==> src/rtl/mul_hilo_ctrl_if.sv <==
// rtl/mul_hilo_ctrl_if.sv - execute-side op request and writeback completion bundle for mul_hilo_ctrl
interface mul_hilo_ctrl_if;
   // op request from execute
   logic        in_valid;
   logic        in_ready;
   logic [3:0]  in_op;
   logic [31:0] in_a;
   logic [31:0] in_b;

   // completion toward writeback
   logic        out_valid;
   logic        out_ready;
   logic [31:0] out_data;
   logic        out_wen;

   // execute/writeback side
   modport master (
      output in_valid,
      output in_op,
      output in_a,
      output in_b,
      input  in_ready,
      input  out_valid,
      input  out_data,
      input  out_wen,
      output out_ready
   );

   // controller side
   modport slave (
      input  in_valid,
      input  in_op,
      input  in_a,
      input  in_b,
      output in_ready,
      output out_valid,
      output out_data,
      output out_wen,
      input  out_ready
   );
endinterface

==> src/rtl/mul_hilo_ctrl.sv <==
// rtl/mul_hilo_ctrl.sv - HI/LO owner and sequencer for the registered multiplier, incl. multiply-accumulate
module mul_hilo_ctrl (
   input  logic                 mul_clk,
   input  logic                 resetn,
   mul_hilo_ctrl_if.slave       bus,
   input  logic                 flush,
   output logic                 mul_signed,
   output logic [31:0]          mul_x,
   output logic [31:0]          mul_y,
   input  logic [63:0]          mul_result,
   output logic [31:0]          hi,
   output logic [31:0]          lo,
   output logic                 busy
);

   localparam logic [3:0] OP_MULT  = 4'd0;
   localparam logic [3:0] OP_MULTU = 4'd1;
   localparam logic [3:0] OP_MUL   = 4'd2;
   localparam logic [3:0] OP_MADD  = 4'd3;
   localparam logic [3:0] OP_MADDU = 4'd4;
   localparam logic [3:0] OP_MSUB  = 4'd5;
   localparam logic [3:0] OP_MSUBU = 4'd6;
   localparam logic [3:0] OP_MTHI  = 4'd7;
   localparam logic [3:0] OP_MTLO  = 4'd8;

   typedef enum logic [1:0] {
      S_IDLE = 2'd0,
      S_MUL  = 2'd1,
      S_ACC  = 2'd2,
      S_DONE = 2'd3
   } state_t;

   state_t      state;
   logic [3:0]  op_r;
   logic [31:0] hi_r;
   logic [31:0] lo_r;
   logic [63:0] prod_r;
   logic [31:0] out_data_r;
   logic        out_wen_r;

   logic        accept;
   logic        is_sub;
   logic [63:0] acc_next;

   // operands go straight to the multiplier so the product lands the cycle after accept
   assign mul_x = bus.in_a;
   assign mul_y = bus.in_b;

   // signedness follows the op being presented, not the latched one
   always_comb begin
      mul_signed = 1'b0;
      case (bus.in_op)
         OP_MULT, OP_MUL, OP_MADD, OP_MSUB: mul_signed = 1'b1;
         default:                           mul_signed = 1'b0;
      endcase
   end

   assign bus.in_ready  = (state == S_IDLE) & ~flush;
   assign accept        = bus.in_valid & bus.in_ready;
   assign bus.out_valid = (state == S_DONE);
   assign bus.out_data  = out_data_r;
   assign bus.out_wen   = out_wen_r;
   assign busy          = (state != S_IDLE);
   assign hi            = hi_r;
   assign lo            = lo_r;

   // 64-bit accumulate on {hi,lo}; carry/borrow crosses LO->HI and wraps modulo 2^64
   always_comb begin
      is_sub   = (op_r == OP_MSUB) || (op_r == OP_MSUBU);
      acc_next = is_sub ? ({hi_r, lo_r} - prod_r) : ({hi_r, lo_r} + prod_r);
   end

   // sequencing FSM; flush in MUL/ACC wins over the HI/LO commit of that edge
   always_ff @(posedge mul_clk or negedge resetn) begin
      if (!resetn) begin
         state      <= S_IDLE;
         op_r       <= 4'd0;
         hi_r       <= 32'd0;
         lo_r       <= 32'd0;
         prod_r     <= 64'd0;
         out_data_r <= 32'd0;
         out_wen_r  <= 1'b0;
      end else begin
         case (state)
            S_IDLE: begin
               if (accept) begin
                  op_r <= bus.in_op;
                  if (bus.in_op <= OP_MSUBU) begin
                     state <= S_MUL;
                  end else begin
                     // moves to HI/LO commit at the accept edge; illegal ops just complete
                     if (bus.in_op == OP_MTHI) begin
                        hi_r <= bus.in_a;
                     end else if (bus.in_op == OP_MTLO) begin
                        lo_r <= bus.in_a;
                     end
                     state <= S_DONE;
                  end
               end
            end
            S_MUL: begin
               if (flush) begin
                  state <= S_IDLE;
               end else begin
                  case (op_r)
                     OP_MULT, OP_MULTU: begin
                        hi_r  <= mul_result[63:32];
                        lo_r  <= mul_result[31:0];
                        state <= S_DONE;
                     end
                     OP_MUL: begin
                        out_data_r <= mul_result[31:0];
                        out_wen_r  <= 1'b1;
                        state      <= S_DONE;
                     end
                     default: begin
                        prod_r <= mul_result;
                        state  <= S_ACC;
                     end
                  endcase
               end
            end
            S_ACC: begin
               if (flush) begin
                  state <= S_IDLE;
               end else begin
                  hi_r  <= acc_next[63:32];
                  lo_r  <= acc_next[31:0];
                  state <= S_DONE;
               end
            end
            S_DONE: begin
               if (flush || bus.out_ready) begin
                  state      <= S_IDLE;
                  out_data_r <= 32'd0;
                  out_wen_r  <= 1'b0;
               end
            end
            default: begin
               state <= S_IDLE;
            end
         endcase
      end
   end

endmodule

==> src/flat_wrapper.sv <==
// flat-port wrapper written by rule: the top's interface ports become plain ports
module mul_hilo_ctrl_flat 
  (mul_clk, resetn, flush, mul_signed, mul_x, mul_y, mul_result, hi, lo, busy, bus_in_valid, bus_in_op, bus_in_a, bus_in_b, bus_in_ready, bus_out_valid, bus_out_data, bus_out_wen, bus_out_ready);
  mul_hilo_ctrl_if bus_i ();
  input  logic mul_clk;
  input  logic resetn;
  input  logic flush;
  output logic mul_signed;
  output logic [31:0] mul_x;
  output logic [31:0] mul_y;
  input  logic [63:0] mul_result;
  output logic [31:0] hi;
  output logic [31:0] lo;
  output logic busy;
  input wire logic [$bits(bus_i.in_valid)-1:0] bus_in_valid;
  input wire logic [$bits(bus_i.in_op)-1:0] bus_in_op;
  input wire logic [$bits(bus_i.in_a)-1:0] bus_in_a;
  input wire logic [$bits(bus_i.in_b)-1:0] bus_in_b;
  output wire logic [$bits(bus_i.in_ready)-1:0] bus_in_ready;
  output wire logic [$bits(bus_i.out_valid)-1:0] bus_out_valid;
  output wire logic [$bits(bus_i.out_data)-1:0] bus_out_data;
  output wire logic [$bits(bus_i.out_wen)-1:0] bus_out_wen;
  input wire logic [$bits(bus_i.out_ready)-1:0] bus_out_ready;
  assign bus_i.in_valid = bus_in_valid;
  assign bus_i.in_op = bus_in_op;
  assign bus_i.in_a = bus_in_a;
  assign bus_i.in_b = bus_in_b;
  assign bus_in_ready = bus_i.in_ready;
  assign bus_out_valid = bus_i.out_valid;
  assign bus_out_data = bus_i.out_data;
  assign bus_out_wen = bus_i.out_wen;
  assign bus_i.out_ready = bus_out_ready;
  mul_hilo_ctrl u_core (.mul_clk(mul_clk), .resetn(resetn), .bus(bus_i), .flush(flush), .mul_signed(mul_signed), .mul_x(mul_x), .mul_y(mul_y), .mul_result(mul_result), .hi(hi), .lo(lo), .busy(busy));
endmodule
==> config.mk <==
export PLATFORM = sky130hd
export DESIGN_NAME = mul_hilo_ctrl_flat
export DESIGN_NICKNAME = d
export VERILOG_FILES = /design/src/rtl/mul_hilo_ctrl_if.sv /design/src/rtl/mul_hilo_ctrl.sv /design/src/flat_wrapper.sv
export SDC_FILE = /design/constraint.sdc
export NUM_CORES = 1
export LEC_CHECK = 0
export ABC_CLOCK_PERIOD_IN_PS = 12400
export CAP_MARGIN = 20
export CORE_MARGIN = 4
export CORE_UTILIZATION = 44
export DETAILED_ROUTE_END_ITERATION = 10
export MAX_ROUTING_LAYER = met4
export PLACE_DENSITY = 0.71
export SLEW_MARGIN = 0
export SYNTH_ARGS = -nofsm -noshare
export SYNTH_HDL_FRONTEND = slang
export SYNTH_SLANG_ARGS = --single-unit
==> constraint.sdc <==
create_clock -name mul_clk -period 12.4 [get_ports mul_clk]
set_input_delay 2.48 -clock mul_clk [delete_from_list [all_inputs] [get_ports mul_clk]]
set_output_delay 2.48 -clock mul_clk [all_outputs]
set_load 0.005 [all_outputs]
==> Flow_metrics.wiki, run 1 <==
{| class="wikitable"
! Metric !! Value
|-
| Maximum count of clock buffers along a single path || 2
|-
| Yosys warning total || 0
|-
| Total of cells resized after clock tree synthesis || 0
|-
| Run Error || [ERROR DRT-0255] Maze Route cannot find path of net bus_in_b[26] in worker of routeBox ( 144900 96600 ) ( 181885 144900 ).
|-
| Number of nets in the synthesized netlist || 1750
|-
| Part of the Yosys area used for sequential elements || between 30% and 40%
|-
| Global-route wire length before repair || between 70000 and 80000 um
|-
| Total of hold buffers inserted after clock tree synthesis || 0
|-
| Vias in the first global route || 12.5k
|-
| Largest net degree at the start of global routing || 68
|-
| Clock tree root buffer cell || clkbuf_16
|-
| Ys flop type || dfrtp_1
|-
| Placement row count || 63
|-
| Horizontal extent of the die || 182 um
|-
| Register bit count reported by yosys || 167
|-
| Placer congestion estimate || 0.994
|-
| Number of clock sinks || 167
|-
| Netlist area before placement || between 10000 and 15000 um^2
|-
| Die Y || approximately 180 um
|-
| Number of antenna violations at the first check in global routing || 3
|-
| Global route total overflow || 0
|-
| Average cell area after synthesis || roughly 8.6 um^2
|-
| Number of buffers created by CTS || 17
|-
| Failing step || detailed routing (5_2_route)
|-
| Final HPWL DP || approximately 38000 um
|-
| Number of flops mapped to enable cells by yosys || 0
|-
| Total I/O pin count || 302
|-
| Run status || did not finish
|-
| Tot GR Track Use || between 30 and 40%
|-
| Share of flip-flops with an asynchronous set or reset || 100%
|-
| Cells after synthesis || approximately 1.5k
|-
| Initial Utilization || around 45%
|-
| H-tree level count || 4
|-
| Count of unique library cells instantiated by Yosys || 85
|-
| # Post-CTS Setup Buffers || 0
|-
| Number of port buffers || approximately 240
|}
[synth_stat cells, drive strengths merged, types with 5 or more instances]
| cell type | count | area share, % |
|---|---|---|
| a211oi | 19 | 1.1 |
| a21boi | 5 | 0.37 |
| a21o | 47 | 2.7 |
| a21oi | 116 | 4.4 |
| a221o | 10 | 0.76 |
| a221oi | 50 | 3.4 |
| a31oi | 12 | 0.72 |
| and2 | 6 | 0.30 |
| and3 | 10 | 0.47 |
| buf | 72 | 4.0 |
| clkbuf | 75 | 2.1 |
| dfrtp | 167 | 31 |
| ha | 68 | 6.4 |
| inv | 23 | 0.65 |
| mux2 | 65 | 5.5 |
| nand2 | 191 | 5.5 |
| nand2b | 14 | 0.66 |
| nand3 | 23 | 0.90 |
| nand3b | 38 | 2.1 |
| nand4 | 16 | 0.75 |
| nor2 | 132 | 3.7 |
| nor2b | 17 | 0.87 |
| nor3 | 26 | 1.0 |
| nor4 | 9 | 0.65 |
| o211ai | 6 | 0.34 |
| o21ai | 73 | 2.8 |
| o21bai | 14 | 0.85 |
| o31ai | 52 | 3.0 |
| o41ai | 8 | 0.67 |
| or3 | 10 | 0.55 |
| or4 | 6 | 0.37 |
| xnor2 | 69 | 4.5 |
| xor2 | 50 | 3.3 |
[through the flow]
step / cells / setup WS [ns] / util, % / area, um^2 / hold WS, ns
3_5_place_dp: 2038 / 6.03 / 52.1 / 15500 / 0.455
2_1_floorplan: 1544 / 7.09 / - / 13300 / 0.463
5_1_grt: 2073 / 6.01 / 54.2 / 16100 / 0.494
4_1_cts: 2070 / 6.03 / 54.1 / 16100 / 0.471
3_3_place_gp: 2038 / 6.03 / 52.1 / 15500 / 0.449
[cell families after synthesis]
group	after synthesis	synth area share, %
AND/OR/NAND/NOR	509	18.6
AO/OA/AOI/OAI	441	23.0
buffers and inverters	170	6.77
flip-flops	167	31.4
XOR/XNOR	119	7.83
multiplexers	69	5.83
adder cells (fa/ha/maj)	69	6.55
[metal layers]
layer / global-route usage, %
met2: 45.2
met3: 7.65
met4: 11.6
met1: 38.9
met5: -
==> inputs of run 2 (changes only) <==
--- a/config.mk
+++ b/config.mk
@@ -8,10 +8,9 @@
 export ABC_CLOCK_PERIOD_IN_PS = 12400
 export CAP_MARGIN = 20
 export CORE_MARGIN = 4
-export CORE_UTILIZATION = 44
+export CORE_UTILIZATION = 29
 export DETAILED_ROUTE_END_ITERATION = 10
-export MAX_ROUTING_LAYER = met4
-export PLACE_DENSITY = 0.71
+export PLACE_DENSITY_LB_ADDON = 0.15
 export SLEW_MARGIN = 0
 export SYNTH_ARGS = -nofsm -noshare
 export SYNTH_HDL_FRONTEND = slang
==> Flow_metrics.wiki, run 2 <==
{| class="wikitable"
! Metric !! Value
|-
| Reg clk slew, reported paths || about 0.070 ns
|-
| Average vias per placed instance || between 5 and 6
|-
| CTS tree || done
|-
| Number of clock sinks || 167
|-
| Placer congestion estimate || 0.946
|-
| Cells after synthesis || 1544
|-
| Data required time at the worst endpoint || 9.92 ns
|-
| Cell accounting for the most synthesized area || dfrtp_1
|-
| DR iter-0 viols || 1088
|-
| Startpoint of the lowest-slack hold path || u_core.bus.out_data[17]
|-
| Largest net degree at the start of global routing || between 80 and 90
|-
| Area share of xor/xnor cells in the synthesized design || under 10%
|-
| Number of antenna violations at the first check in global routing || 2
|-
| Share of flip-flops with an asynchronous set or reset || 100%
|-
| RSZ-0062 raised after global routing || no
|-
| Cell with the largest stage delay on the worst path || clkdlybuf4s50_1
|-
| Final HPWL DP || 42300 um
|-
| Headroom to the max-slew limit || between 20% and 30%
|-
| Number of filler cells placed in the layout || about 4.7k
|-
| Element type at the critical path start || input pin
|-
| Final-report max-slew violation count || 0
|-
| Detailed-router iteration count before antenna repair || 6
|-
| Vias || 12.6k
|-
| Initial Utilization || between 20% and 30%
|-
| Main combinational cell family by area after synthesis || compound AO/OA/AOI/OAI gates
|-
| Worst R2R End || u_core.hi[19]
|-
| # Post-CTS Setup Buffers || 0
|-
| Data arrival time of the critical path || between 3 and 4 ns
|-
| Most common cell after layout, fill and taps aside || clkdlybuf4s50_1
|-
| Area fraction in compound gates after synthesis || about 23%
|-
| Total length of routed wires || around 55000 um
|-
| Highest-count cells in the layout ignoring fill and taps || 236 x clkdlybuf4s50_1, 188 x nand2_1, 167 x dfrtp_1
|-
| Cell family with the largest share of critical-path delay || buffers and inverters
|-
| Area delta synth->final || 23.1%
|-
| Number of flops mapped to enable cells by yosys || 0
|-
| Cell chain of the critical path || clkdlybuf4s50_1 -> clkdlybuf4s50_1
|-
| Register bit count reported by yosys || ~170
|-
| Number of buffers created by CTS || 17
|-
| Run status || finished, final reports clean
|-
| Max FO, Critical Path || 4
|-
| Classification of the worst-slack hold path || flip-flop to flip-flop
|-
| Maximum count of clock buffers along a single path || 2
|-
| Max Cap Violations || 0
|-
| Reg2reg path depth || 20
|-
| Final hold violation count || 0
|-
| Total I/O pin count || roughly 300
|-
| Die Y || between 200 and 250 um
|-
| H-tree level count || 4
|-
| Netlist area before placement || 13300 um^2
|-
| CP bufs+invs || 2
|-
| Global route total overflow || 0
|-
| DRC Markers || 0
|-
| Element type at the critical path end || output pin
|-
| Synth Area in Adders || about 6.5%
|-
| Worst setup path class || input pin to output pin
|-
| Flip-flop count of the largest register after layout || 64
|-
| Largest register by flop count || u_core.prod_r
|-
| Reg-to-reg setup timing slack || a little under 7 ns
|-
| Final setup violation count || 0
|-
| Synth top area share || about a third
|-
| Vias in the first global route || 12.2k
|-
| Post-route clock skew || roughly 0.02 ns
|-
| Dominant cell by count in the synthesized netlist || nand2_1
|-
| Number of nets with antenna violations after detailed routing || 0
|-
| Highest attainable clock frequency || about 160 MHz
|-
| Part of the Yosys area used for sequential elements || a little under a third
|-
| WL/cell || approximately 24 um
|-
| Die area || between 40000 and 50000 um^2
|-
| Hold Path Stages || 2
|-
| Maximum cell stage delay along the critical path || ~0.77 ns
|-
| Biggest area contributors in the synthesized netlist || dfrtp_1 31%, ha_1 6.4%, mux2_2 5.4%, nand2_1 5.3%, xnor2_1 4.5%
|-
| Share of cells above drive strength 1 || slightly below 9%
|-
| Count of unique library cells instantiated by Yosys || 85
|-
| Commonest cells in the synthesized netlist || 189 x nand2_1, 167 x dfrtp_1, 132 x nor2_1, 113 x a21oi_1, 74 x clkbuf_1
|-
| Global-route wire length before repair || 82000 um
|-
| Share of the clock period used by the worst path || 51.2%
|-
| Number of port buffers || around 240
|-
| Total of cells resized after clock tree synthesis || 0
|-
| Setup_tns || 0 ns
|-
| Tot GR Track Use || between 20 and 25%
|-
| Total of hold buffers inserted after clock tree synthesis || 0
|-
| Placement row count || 78
|-
| Post-synthesis simple-gate area fraction || a little under a fifth
|-
| Dominant cell type by count on the critical path || clkdlybuf4s50_1
|-
| Fraction of synthesized area in multiplexers || 5.83%
|-
| Clock tree root buffer cell || clkbuf_16
|-
| Time the worst path needs with I/O delays and setup || between 6 and 7 ns
|-
| Layout Nets || approximately 1.9k
|-
| Min-Delay Endpoint || u_core.bus.out_data[17]
|-
| Core box area || 45400 um^2
|-
| Average cell area after synthesis || approximately 8.6 um^2
|-
| Number of nets in the synthesized netlist || ~1.8k
|-
| Pin slew with the least headroom to its limit || approximately 1.1 ns
|-
| Beginning of the critical path || bus_in_a[25]
|-
| Horizontal extent of the die || ~220 um
|-
| Yosys warning total || 0
|-
| Worst-Skew Late Latency || around 0.47 ns
|-
| Ys flop type || dfrtp_1
|-
| Beginning of the worst register-to-register path || u_core.prod_r[2]
|}
run 2: cell counts after synthesis:
No cell type changed its count.
run 2: layout make-up:
type                            instances  area [um^2]  area share, %
Tap cell                              600          751           4.59
Clock inverter                         15          190           1.16
Inverter                               23         86.3          0.527
Multi-Input combinational cell       1207         8250           50.4
Clock buffer                           17          425           2.60
Timing Repair Buffer                  252         2490           15.2
Antenna cell                            1         2.50         0.0153
Sequential cell                       167         4180           25.5
run 2: per-layer routing:
metal	vias up	track usage [%]	wire, um
met5	-	0	0
met4	0	5.14	922
met3	37	3.71	3540
met2	464	35.1	25600
met1	6297	30.5	25000
li1	5829	-	-
run 2: cell families after synthesis:
| family | Yosys count |
|---|---|
| AOI/OAI and AO/OA | 441 |
| xor gates and xnor gates | 119 |
| adders and majority gates | 69 |
| buffers and inverters | 170 |
| DFF | 167 |
| muxes | 69 |
| and+or+nand+nor | 509 |
run 2: stage by stage:
step	setup slack [ns]	instances	utilization, %	hold WS, ns	cell area (um^2)
CTS	6.09	2281	36.1	0.475	16400
detailed placement	6.10	2249	34.7	0.459	15800
floorplan	7.09	1544	-	0.463	13300
finish	6.05	2282	36.1	0.466	16400
global placement	6.07	2249	34.7	0.450	15800
global route	6.01	2281	36.1	0.498	16400
run 2: how the worst max path moves through the flow:
| stage | slack (ns) | end | depth (start not counted) |
|---|---|---|---|
| after floorplan | 7.09 | mul_signed | 3 |
| after global placement | 6.07 | mul_signed | 5 |
| after detailed placement | 6.10 | mul_x[25] | 2 |
| after CTS | 6.09 | mul_signed | 5 |
| after global routing | 6.01 | mul_signed | 5 |
| final | 6.05 | mul_x[25] | 2 |
run 2: worst reg2reg max path, stage by stage, from the launching register on:
cell	delay, ns
dfrtp_1	0.44
nor3_1	0.34
and3b_1	0.30
nand2_1	0.15
nor2_1	0.47
and3_1	0.27
nand2_2	0.19
o41ai_4	0.46
o21ai_0	0.20
xnor2_1	0.17
ha_1	0.36
a21o_1	0.22
or3_1	0.30
o22ai_1	0.25
nand3b_1	0.16
nor3_1	0.21
a21oi_2	0.17
a211oi_1	0.31
xnor2_1	0.12
a31oi_1	0.22
a21oi_1	0.09
Power of run 2 is left out: the tool's default activity adds up to more than one toggle a clock period on the data nets, which glitch-free logic cannot reach.
